--- config.mk ---
export PLATFORM = sky130hd
export DESIGN_NAME = fifo_sync_param
export DESIGN_NICKNAME = d
export VERILOG_FILES = /design/src/rtl/fifo_sync_param.sv
export SDC_FILE = /design/constraint.sdc
export NUM_CORES = 1
export LEC_CHECK = 0
export CORE_MARGIN = 2
export CORE_UTILIZATION = 30
export CTS_BUF_LIST = sky130_fd_sc_hd__clkbuf_4 sky130_fd_sc_hd__clkbuf_8 sky130_fd_sc_hd__clkbuf_16
export CTS_CLUSTER_SIZE = 20
export DETAILED_ROUTE_END_ITERATION = 6
export PLACE_DENSITY_LB_ADDON = 0.12
export REMOVE_ABC_BUFFERS = 1
export SLEW_MARGIN = 20
export SYNTH_ARGS = -nofsm -noshare
export SYNTH_HDL_FRONTEND = slang
export SYNTH_SLANG_ARGS = --single-unit
--- constraint.sdc ---
create_clock -name clk -period 4.8 [get_ports clk]
set_clock_uncertainty 0.2 [all_clocks]
set_input_delay 0.96 -clock clk [delete_from_list [all_inputs] [get_ports clk]]
set_output_delay 0.96 -clock clk [all_outputs]
set_load 0.1 [all_outputs]
--- src/rtl/fifo_sync_param.sv ---
// Parametrised single-clock FIFO with fill count, almost-full/empty thresholds,
// registered read data with valid strobe, and overflow/underflow error pulses.
module fifo_sync_param #(
    parameter int WIDTH     = 8,
    parameter int DEPTH     = 16,
    parameter int AF_THRESH = 14,
    parameter int AE_THRESH = 2,
    localparam int AW = (DEPTH > 1) ? $clog2(DEPTH) : 1,
    localparam int CW = $clog2(DEPTH + 1)
) (
    input  logic             clk,
    input  logic             rst,
    input  logic [WIDTH-1:0] din,
    input  logic             wr_en,
    input  logic             rd_en,
    output logic [WIDTH-1:0] dout,
    output logic             dout_valid,
    output logic             full,
    output logic             empty,
    output logic             almost_full,
    output logic             almost_empty,
    output logic [CW-1:0]    count,
    output logic             overflow,
    output logic             underflow
);

    logic [WIDTH-1:0] mem [DEPTH];
    logic [AW-1:0]    wp;
    logic [AW-1:0]    rp;
    logic             rd_ok;
    logic             wr_ok;

    // Explicit wrap so non-power-of-2 depths never index past the array.
    function automatic logic [AW-1:0] ptr_inc(input logic [AW-1:0] p);
        return (p == AW'(DEPTH - 1)) ? '0 : p + AW'(1);
    endfunction

    // Flags decode the registered count only.
    assign full         = (count == CW'(DEPTH));
    assign empty        = (count == '0);
    assign almost_full  = (count >= CW'(AF_THRESH));
    assign almost_empty = (count <= CW'(AE_THRESH));

    // A read at full frees the slot the write lands in, so both are accepted.
    assign rd_ok = rd_en & ~empty;
    assign wr_ok = wr_en & (~full | rd_en);

    always_ff @(posedge clk) begin
        if (rst) begin
            wp         <= '0;
            rp         <= '0;
            count      <= '0;
            dout       <= '0;
            dout_valid <= 1'b0;
            overflow   <= 1'b0;
            underflow  <= 1'b0;
        end else begin
            if (wr_ok)
                wp <= ptr_inc(wp);
            if (rd_ok) begin
                rp   <= ptr_inc(rp);
                dout <= mem[rp];
            end
            dout_valid <= rd_ok;
            overflow   <= wr_en & ~wr_ok;
            underflow  <= rd_en & ~rd_ok;
            case ({wr_ok, rd_ok})
                2'b10:   count <= count + CW'(1);
                2'b01:   count <= count - CW'(1);
                default: count <= count;
            endcase
        end
    end

    // Storage is not cleared by reset; pointers alone define what is valid.
    always_ff @(posedge clk) begin
        if (!rst && wr_ok)
            mem[wp] <= din;
    end

endmodule

==> metrics.txt, run 1 <==
Post CTS Setup Buffer Count=0; core area=20100 µm²; DRC=0; via count=3160; max_cap viols=0; CTS max path bufs=2; worst slew pin tran=1066 ps; Setup crit end kind=register; die area=21450 µm²; sequential share of the synthesized area=0.7102; WL/cell=19.70 µm; clk slew on worst S/H paths=60 ps; CTS root buf=clkbuf_16; design area=7316 µm²; critical path's slowest cell=or4_4; Initial DRC Count=171; final hold vios=0; Routed WL=13140 µm; # nets final=406; Worst EP arrival=3980 ps; Min Clock Period, post-route=3867 ps; Max Freq=258.6 MHz; CTS Buf Count=17; status=finished clean; Area contributors post-synth=edfxtp_1, mux4_2, dfxtp_1; CP most frequent cell=ha_1; leakage=2.328 nW; post-route clock period utilization=0.8057; Initial DRT Pass Iterations=5; Crit Path Max Fanout=15; worst hold path type=reg -> reg; Initial Utilization=0.3028; Buf/Inv on CP=1; CP delay by family, top=simple AND/OR/NAND/NOR gates; layout cells sized above 1=0.2166; Peak VDD IR=0.2697 mV; EDFF count, synth=128; CP cell instances=or4_4 > o21ai_2 > inv_1 > ha_1 > ha_1 > nor2b_1 > o21ai_0 > a21oi_1 > or3b_2 > mux2_2; Via density=4.738; CP Data Required Time=4910 ps; H-tree levels=4; Die X-Extent=146.5 µm; Syn Inst Count=341; Crit path largest cell delay=590 ps; CP Launch Type=register; number of global-route vias before repair=3206; Synth Cell Area=6088 µm²; largest net degree at the start of global routing=37; Top FF cell, synth=edfxtp_1; PwrDens=551.4 nW/µm²; #FFs+latches synth=152; DP HPWL=8162 µm; global-route wire length before repair=19750 µm; I/O Pins=32; RD Place Congestion=0.7508; Area after DPL=6749 µm²; Critical Setup Path Class=reg -> reg; Total GRT Usage=0.1284; Synth top area share=0.6313; unrepaired setup endpoints after global routing=false; number of routed nets with antenna violations=0; area grow syn2layout=20.16%; CTS Sinks=152; post-cts resize count=0; FFs w/ async S/R, synth=0; Die Height=146.5 µm; Clock Latency Late Sink=420 ps; Power Total=4.034 mW; Worst slew margin=0.2895; Avg Inst Size Synth=17.85 µm²; hold buffer count at CTS=0; # port buffers=31; Row Count=52; initial antenna violation count=0; GRT overflow=0; Yosys top cell by area=edfxtp_1; n_diodes=0; Max Slew Vio Count=0; Yosys cell types=39; TritonCTS clock tree=yes; Final Setup Violations=0; Ys Warns=0
-- layout make-up --
class / instances / area, µm²
clock inverters: 15 / 141.4
clock buffers: 17 / 425.4
flip-flops and latches: 152 / 4327
fillers: 1872 / 12790
repair buffers: 43 / 400.4
inverters: 8 / 30.03
well taps: 270 / 337.8
multi-input cells: 162 / 1654
-- worst min-delay path, stage by stage (launching register included) --
cell	delay, ps
dfxtp_1	350
nand3b_1	90
o221ai_1	70
-- final timing paths --
check                           slack [ps]  endpoint  startpoint  cells past startpoint
worst max-delay path                   930  count[4]    count[0]                     10
worst min-delay path                   340   dout[2]     dout[2]                      2
worst max register to register         930  count[4]    count[0]                     10
worst min register to register         340   dout[2]     dout[2]                      2
-- synth_stat cells (all sizes together) (2+ instances only) --
cell      n
a21oi    10
buf       9
clkbuf   10
dfxtp    24
edfxtp  128
ha        9
inv       8
mux2i    17
mux4     32
nand2    13
nand2b    2
nand3     4
nand3b    9
nor2     25
nor2b     2
nor3      9
o21ai     2
o221ai    8
or3       2
xor2      3
-- layer usage --
metal | part of all wire | track usage
met1 | 0.46 | 0.1676
met2 | 0.49 | 0.2078
met3 | 0.028 | 0.02844
met4 | 0.020 | 0.05437
met5 | 0 | 0
-- where the power goes --
| group | switching (mW) | internal [mW] | total [mW] |
|---|---|---|---|
| sequential | 0.0937 | 1.50 | 1.59 |
| combinational | 0.829 | 0.351 | 1.18 |
| clock | 0.583 | 0.683 | 1.27 |
-- cells by family after synthesis --
group,synth area share
flip-flops,0.7102
AND/OR/NAND/NOR,0.06576
multiplexers,0.1482
buffers and inverters,0.01809
AO/OA/AOI/OAI,0.03021
adder cells (fa/ha/maj),0.02178
XOR/XNOR,0.005755
-- through the flow --
step | setup slack, ps | hold WS (ps) | instances | util | setup TNS, ps
floorplan | -1905 | 283.1 | 322 | - | -1905
global placement | 696.5 | 328.8 | 635 | 0.3357 | 0
detailed placement | 595.7 | 319.0 | 635 | 0.3357 | 0
CTS | 907.5 | 336.5 | 667 | 0.3639 | 0
global route | 718.8 | 357.9 | 667 | 0.3639 | 0
finish | 932.7 | 339.0 | 667 | 0.3639 | 0
-- cells in the final DEF (no fill, tap or decap), drive strengths merged, types with 4 or more instances in the layout --
master         count
a21oi             10
buf               12
clkbuf            17
clkdlybuf4s50     31
clkinv             7
dfxtp             24
edfxtp           128
ha                 9
inv               14
mux2i             17
mux4              32
nand2             13
nand3              4
nand3b             9
nor2              25
nor3               9
o221ai             8
-- flip-flops by register name, indices dropped and copies added, names as in the netlist --
name,flops
mem,128
dout_valid,1
count,5
wp,4
underflow,1
rp,4
overflow,1
dout,8
Note: power is estimated with default switching activity, not from simulation.
==> run 2: changes to the inputs <==
==> constraint.sdc (replaced) <==
create_clock -name clk -period 3.94 [get_ports clk]
set_clock_uncertainty 0.2 [all_clocks]
set_input_delay 0.788 -clock clk [delete_from_list [all_inputs] [get_ports clk]]
set_output_delay 0.788 -clock clk [all_outputs]
set_load 0.1 [all_outputs]
==> metrics.txt, run 2 (same netlist as run 1, synthesis figures left out) <==
# nets final=407; CTS Buf Count=17; core area=20100 µm²; met1 usage=0.1763; Die Height=146.5 µm; critical path's slowest cell=or4_4; most frequent cells in the layout=edfxtp_1, mux4_2, clkdlybuf4s50_1; biggest regs=mem: 128 flops, dout: 8 flops, count: 5 flops; Min Clock Period, post-route=3645 ps; status=finished clean; GRT overflow=0; initial antenna violation count=0; GR peak layer=met2; max_cap viols=0; unrepaired setup endpoints after global routing=false; hold slack final=314.7 ps; met2 Usage GRT=0.1993; Internal=3.277 mW; final hold vios=0; die area=21450 µm²; Die X-Extent=146.5 µm; TritonCTS clock tree=yes; Max Slew Vio Count=0; Initial Utilization=0.3028; CP Launch Type=register; Worst slew margin=0.3133; post-cts resize count=0; Clock power frac=0.337; via count=3111; clk slew on worst S/H paths=60 ps; CTS root buf=clkbuf_16; Max Freq=274.3 MHz; Via density=4.657; Initial DRT Pass Iterations=4; largest net degree at the start of global routing=37; Seq pwr share=0.371; Sw Share=0.3574; number of routed nets with antenna violations=0; area grow syn2layout=21.21%; setup TNS=0 ps; WL/cell=19.51 µm; Crit Path Max Fanout=6; DP Cell Count=636; Post CTS Setup Buffer Count=0; worst r2r src=count[0]; Worst setup startpoint=count[0]; CP cell instances=or4_4 > or3_1 > nand2_2 > ha_1 > inv_1 > fa_1 > nor2b_1 > o21ai_0 > nand3_1 > or3b_2 > mux2_2; Area after DPL=6759 µm²; Logic pwr share=0.292; met3 Use GR=0.03375; number of global-route vias before repair=3304; Setup crit end kind=register; Worst EP arrival=3760 ps; Peak VDD IR=0.3276 mV; global-route wire length before repair=20070 µm; worst hold path type=reg -> reg; DP HPWL=7974 µm; final instance count without filler cells=668; Largest Register=mem; critical hold path startpoint=dout[1]; n_diodes=0; design area=7380 µm²; Sw Pwr=1.823 mW; Total GRT Usage=0.1293; Critical Setup Path Class=reg -> reg; Clock Latency Late Sink=420 ps; layout cells sized above 1=0.2337; PwrDens=691.1 nW/µm²; Initial DRC Count=219; Row Count=52; I/O Pins=32; RD Place Congestion=0.7494; DRC=0; Final Setup Violations=0; Crit path largest cell delay=590 ps; post-route clock period utilization=0.9252; utilization after layout=0.3671; most common library cell in the layout ignoring fill and taps=edfxtp_1; # port buffers=31; worst slew pin tran=1027 ps; leakage=2.374 nW; CP Data Required Time=4050 ps; max reg flops=128; CTS max path bufs=2; H-tree levels=4; hold buffer count at CTS=0; CTS Sinks=152; Routed WL=13030 µm
[run 2: worst max-delay path, delay by kind of cell, from the launching register on]
kind | cells | cell delay, ps
and+or+nand+nor | 6 | 1820
adders and majority gates | 2 | 620
muxes | 1 | 280
DFF | 1 | 380
AOI/OAI and AO/OA | 1 | 130
buffers and inverters | 1 | 100
[run 2: worst paths after layout]
kind / cells past startpoint / slack, ps / endpoint
worst min register to register: 2 / 310 / dout[1]
worst min-delay path: 2 / 310 / dout[1]
worst max register to register: 11 / 290 / count[4]
worst max-delay path: 11 / 290 / count[4]
[run 2: cell type report]
cell class,count,area [µm²]
well taps,270,337.8
flip-flops and latches,152,4327
repair buffers,44,410.4
inverters,8,30.03
fillers,1862,12720
clock buffers,18,432.9
multi-input cells,162,1654
clock inverters,14,187.7
[run 2: stage by stage]
stage          setup slack, ps  power (mW)
6_report                 294.7       5.100
4_1_cts                  307.3       5.143
2_1_floorplan            -2593       2.985
3_5_place_dp             3.460       3.428
3_3_place_gp             92.54       3.421
5_1_grt                  150.7       5.290
[run 2: power by group through the flow]
stage,Sequential [mW],Combinational (mW),Clock [mW]
6_report,1.89,1.49,1.72
3_5_place_dp,1.93,1.50,0
5_1_grt,1.90,1.57,1.82
4_1_cts,1.89,1.50,1.74
2_1_floorplan,2.38,0.604,0
3_3_place_gp,1.92,1.50,0
[run 2: layer usage]
metal / share of wire / vias to the layer above
li1: - / 1444
met1: 0.48 / 1604
met2: 0.46 / 45
met3: 0.035 / 18
met4: 0.020 / 0
met5: 0 / -
